<file path="config.mk">
export PLATFORM = sky130hd
export DESIGN_NAME = fir_mem_arbiter
export DESIGN_NICKNAME = d
export VERILOG_FILES = /design/src/rtl/fir_pkg.sv /design/src/rtl/fir_arb_starve.sv /design/src/rtl/fir_mem_arbiter.sv
export SDC_FILE = /design/constraint.sdc
export NUM_CORES = 1
export LEC_CHECK = 0
export ABC_AREA = 1
export CORE_MARGIN = 1
export CORE_UTILIZATION = 27
export CTS_BUF_LIST = sky130_fd_sc_hd__clkbuf_16
export DETAILED_ROUTE_END_ITERATION = 8
export PLACE_DENSITY = 0.82
export SLEW_MARGIN = 5
export SYNTH_ARGS = -nofsm -noshare
export SYNTH_HDL_FRONTEND = slang
export SYNTH_HIERARCHICAL = 1
export SYNTH_SLANG_ARGS = --single-unit
</file>
<file path="constraint.sdc">
create_clock -name clk -period 1.95 [get_ports clk]
set_clock_uncertainty 0.15 [all_clocks]
set_input_delay 0.39 -clock clk [delete_from_list [all_inputs] [get_ports clk]]
set_output_delay 0.39 -clock clk [all_outputs]
set_load 0.01 [all_outputs]
</file>
<file path="src/rtl/fir_pkg.sv">
// rtl/fir_pkg.sv - shared widths and owner encoding for the FIR memory arbiter
package fir_pkg;

  localparam int FIR_ADDR_W   = 10;
  localparam int FIR_DATA_W   = 16;
  localparam int FIR_MAX_WAIT = 8;

  typedef enum logic [1:0] {
    OWN_IDLE   = 2'd0,
    OWN_HOST   = 2'd1,
    OWN_ENGINE = 2'd2
  } owner_e;

  function automatic owner_e owner_of(input logic host_gnt, input logic fsm_gnt);
    if (host_gnt) return OWN_HOST;
    if (fsm_gnt)  return OWN_ENGINE;
    return OWN_IDLE;
  endfunction

endpackage

</file>
<file path="src/rtl/fir_arb_starve.sv">
// rtl/fir_arb_starve.sv - host starvation counter, saturating at MAX_WAIT
module fir_arb_starve #(
  parameter int MAX_WAIT = 8,
  parameter int CNT_W    = $clog2(MAX_WAIT + 1)
) (
  input  logic             clk,
  input  logic             rst_n,
  input  logic             host_req,
  input  logic             host_gnt,
  output logic [CNT_W-1:0] wait_cnt,
  output logic             at_limit
);

  localparam logic [CNT_W-1:0] LIMIT = CNT_W'(MAX_WAIT);

  logic [CNT_W-1:0] wait_cnt_q;
  logic [CNT_W-1:0] wait_cnt_d;

  always_comb begin
    wait_cnt_d = wait_cnt_q;
    if (!host_req || host_gnt) begin
      wait_cnt_d = '0;
    end else if (wait_cnt_q != LIMIT) begin
      wait_cnt_d = wait_cnt_q + CNT_W'(1);
    end
  end

  always_ff @(posedge clk or negedge rst_n) begin
    if (!rst_n) begin
      wait_cnt_q <= '0;
    end else begin
      wait_cnt_q <= wait_cnt_d;
    end
  end

  assign wait_cnt = wait_cnt_q;
  assign at_limit = (wait_cnt_q == LIMIT);

endmodule

</file>
<file path="src/rtl/fir_mem_arbiter.sv">
// rtl/fir_mem_arbiter.sv - single-port RAM arbiter between host and FIR engine
module fir_mem_arbiter
  import fir_pkg::*;
#(
  parameter int ADDR_W   = FIR_ADDR_W,
  parameter int DATA_W   = FIR_DATA_W,
  parameter int MAX_WAIT = FIR_MAX_WAIT
) (
  input  logic              clk,
  input  logic              rst_n,
  input  logic              pracuje,
  input  logic              host_req,
  input  logic              host_we,
  input  logic [ADDR_W-1:0] host_addr,
  input  logic [DATA_W-1:0] host_wdata,
  output logic              host_gnt,
  output logic              host_rvalid,
  input  logic              fsm_req,
  input  logic              fsm_we,
  input  logic [ADDR_W-1:0] fsm_addr,
  input  logic [DATA_W-1:0] fsm_wdata,
  output logic              fsm_gnt,
  output logic              fsm_rvalid,
  output logic [DATA_W-1:0] rdata,
  output logic              mem_en,
  output logic              mem_we,
  output logic [ADDR_W-1:0] mem_addr,
  output logic [DATA_W-1:0] mem_wdata,
  input  logic [DATA_W-1:0] mem_rdata,
  output logic [1:0]        dbg_state
);

  localparam int CNT_W = $clog2(MAX_WAIT + 1);

  logic             at_limit;
  logic [CNT_W-1:0] wait_cnt;
  logic             host_win;

  logic   host_rvalid_q, host_rvalid_d;
  logic   fsm_rvalid_q,  fsm_rvalid_d;
  owner_e dbg_state_q,   dbg_state_d;

  fir_arb_starve #(
    .MAX_WAIT (MAX_WAIT),
    .CNT_W    (CNT_W)
  ) u_starve (
    .clk      (clk),
    .rst_n    (rst_n),
    .host_req (host_req),
    .host_gnt (host_gnt),
    .wait_cnt (wait_cnt),
    .at_limit (at_limit)
  );

  // Engine wins contention only while busy, and only until the host has starved MAX_WAIT cycles.
  always_comb begin
    host_win  = host_req & (~fsm_req | ~pracuje | at_limit);
    host_gnt  = rst_n & host_win;
    fsm_gnt   = rst_n & fsm_req & ~host_win;
    mem_en    = host_gnt | fsm_gnt;
    mem_we    = 1'b0;
    mem_addr  = '0;
    mem_wdata = '0;
    if (host_gnt) begin
      mem_we    = host_we;
      mem_addr  = host_addr;
      mem_wdata = host_wdata;
    end else if (fsm_gnt) begin
      mem_we    = fsm_we;
      mem_addr  = fsm_addr;
      mem_wdata = fsm_wdata;
    end
    host_rvalid_d = host_gnt & ~host_we;
    fsm_rvalid_d  = fsm_gnt & ~fsm_we;
    dbg_state_d   = owner_of(host_gnt, fsm_gnt);
  end

  always_ff @(posedge clk or negedge rst_n) begin
    if (!rst_n) begin
      host_rvalid_q <= 1'b0;
      fsm_rvalid_q  <= 1'b0;
      dbg_state_q   <= OWN_IDLE;
    end else begin
      host_rvalid_q <= host_rvalid_d;
      fsm_rvalid_q  <= fsm_rvalid_d;
      dbg_state_q   <= dbg_state_d;
    end
  end

  assign host_rvalid = host_rvalid_q;
  assign fsm_rvalid  = fsm_rvalid_q;
  assign rdata       = mem_rdata;
  assign dbg_state   = dbg_state_q;

endmodule
</file>
==> results.ini <==
[place]
placed_cell_area_mm2 = 0.00197
gp_congestion = 0.755
port_buffers = 92
hpwl_mm = 2.80

[final_layout]
final_area_mm2 = 0.00228
final_util_pct = 61.3
layout_common_cells = clkdlybuf4s50_1, nand2_1, buf_2
drive_gt1_share_pct = 41.5
n_antenna_cell = 0
mostFrequentLayoutCell = clkdlybuf4s50_1
area_growth_syn_to_layout_pct = 114
finish.net_count = 332

[critical_path]
required_ps = 1410
cpMostUsedCell = inv_2
arrival_ps = 1780
crit_family = buffers and inverters
cpPeakStageDelay_ps = 390
critPathBufInv = 5
r2r_slack_ps = 140
worstSetupEndpointType = output pin
worst_path_max_delay_cell = dfrtp_1
cp_max_fo = 6
crit_path_start_kind = register
worstSetupPathType = reg2out
worstPathCellList = inv_2 -> ha_4 -> nand2_4 -> nor2_4 -> inv_2 -> nand3_4 -> buf_6 -> nand2_8 -> buf_16 -> nand3_2 -> nand2_1 -> buf_2

[clock_tree]
cts_root_buffer = clkbuf_16
cts.sink_count = 8
clockBufferDepth = 2
clk_pin_slew_ps = 40
cts_tree = built
clock_latency_ps = 230
postCtsHoldBufs = 0
numCtsBuffers = 3
htreeDepth = 1

[drt]
remaining_drc_errors = 0
via_count = 1459
firstDrtPassIters = 4
wirelength_mm = 4.27
viasPerCell = 4.85
ant_nets = 0
drtIter0Drc = 25
routedWlPerCell_um = 14.2

[grt]
antenna_found_initial = 0
grt_max_degree = 23
grtUsageTotal_pct = 20.1
grt_pass1_wl_mm = 6.58
grt_pass1_vias = 1432
grt_overflow = 0

[synth]
synth_fp_nets = 233
mappedNetlistArea_mm2 = 0.00107
syn_inst = 156
yosysTopAreaCell = dfrtp_1
synthDistinctLibCells = 18
synth.area.top_cells = dfrtp_1, nand3_1, nand4_1, buf_4, nand2_1
seq_area_frac_synth_pct = 18.8
synth_area_per_cell_um2 = 6.83
synth-seq-cells = 8
ys_warn_count = 6
synth_top_area_share_pct = 18.8

[worst_hold_path]
hp-class = in2async

[power]
p_leak_uw = 0.00111
swShare_pct = 28.6
peakVddDrop_mv = 0.253
total_power_uw = 968
seqPwrFrac_pct = 18.5
p_switching_uw = 277
clkPwrFrac_pct = 36.0
p_per_area_mw_per_mm2 = 425
comb_power_share_pct = 45.5
internal-power_uw = 692

[sta]
fin_ws_ps = -370
rsz0062_at_grt = yes
fin_tns_setup_ps = -10170
tightest_slew_ps = 242
fin_crit_sh_pct = 119
whs_ps = 382
slew-limit-headroom_pct = 83.8
max_freq_mhz = 431
finalHoldViolCount = 0
fin_crit_ps = 2320
finalSetupViolCount = 30
slew_violations = 0

[floorplanning]
start_util_pct = 28.7
io-pin-count = 125
die_h_um = 64.8
dieWidth_um = 64.8
core_area_mm2 = 0.00372
die_area_mm2 = 0.00420
rows = 22

[outcome]
violations = setup timing
outcome = complete, but fails checks

[run]
drv_cap = 0

worst register-to-register path, cell delays in order, from the launching register on:
cell     delay (ps)
dfrtp_1         360
inv_2            60
ha_4            170
nand2_4          60
nor2_4           40
inv_2            60
nand3_4          90
buf_6           150
nand3_4          60
inv_2            40
buf_4           140
nor2_4          170
nand2_1          70
nor2_1          110
power by group through the flow:
stage | logic (uW) | registers [uW] | clock network [uW]
after floorplan | 174 | 183 | 0
after detailed placement | 384 | 180 | 0
after global routing | 470 | 180 | 366
after CTS | 419 | 179 | 351
after global placement | 378 | 180 | 0
final | 441 | 179 | 349
through the flow:
step / std cells / setup WS [ps]
3_5_place_dp: 287 / -541
3_3_place_gp: 287 / -512
6_report: 301 / -370
2_1_floorplan: 156 / 66.7
4_1_cts: 300 / -346
5_1_grt: 301 / -465
area by class of cell:
type	instances	area (um^2)
repair buffers	123	1140
clock buffers	3	75.1
flip-flops and latches	8	200
multi-input cells	109	762
well taps	48	60.1
fillers	336	1440
inverters	10	37.5
registers in the layout (all words and copies together), names as in the netlist:
register,flops
u_starve/wait_cnt,4
dbg_state,2
fsm_rvalid,1
host_rvalid,1
Yosys cell counts (all sizes together):
cell and instances:
nand2 37, nand3 35, buf 28, nand4 27, inv 10, dfrtp 8
nor2 7, ha 2, clkbuf 1, xnor2 1
per-layer routing:
layer	share of wire (%)	wire, um	vias up	track usage (%)
li1	-	-	717	-
met1	37	1570	671	21.8
met2	55	2340	65	38.5
met3	7.6	326	6	4.23
met4	0.89	38	0	5.56
met5	0	0	-	0
repair_timing:
action | CTS | global route
cloned | 4 | 0
buffers inserted | 6 | 1
resized for setup | 152 | 22
pin swaps | 14 | 14
hold endpoints to repair | 0 | 0
endpoints found under the setup margin | 34 | 31
worst paths after layout:
kind	from	endpoint	cells past startpoint
min in group clk	u_starve/wait_cnt[1]$_DFFE_PN0P_	u_starve/wait_cnt[1]$_DFFE_PN0P_	3
min reg2reg	u_starve/wait_cnt[1]$_DFFE_PN0P_	u_starve/wait_cnt[1]$_DFFE_PN0P_	3
max	u_starve/wait_cnt[0]$_DFFE_PN0P_	mem_addr[7]	12
max in group asynchronous	rst_n	u_starve/wait_cnt[2]$_DFFE_PN0P_	3
min	rst_n	dbg_state[1]$_DFF_PN0_	2
max reg2reg	u_starve/wait_cnt[0]$_DFFE_PN0P_	u_starve/wait_cnt[2]$_DFFE_PN0P_	13
logic make-up (layout without fill, tap and decap cells):
logic type / after synthesis / after routing / share of synthesized area [%]
buf+inv: 39 / 136 / 28.2
xor+xnor: 1 / 1 / 0.822
flops: 8 / 8 / 18.8
simple gates: 106 / 106 / 49.9
fa+ha+maj: 2 / 2 / 2.35
Note: power is estimated with default switching activity, not from simulation.
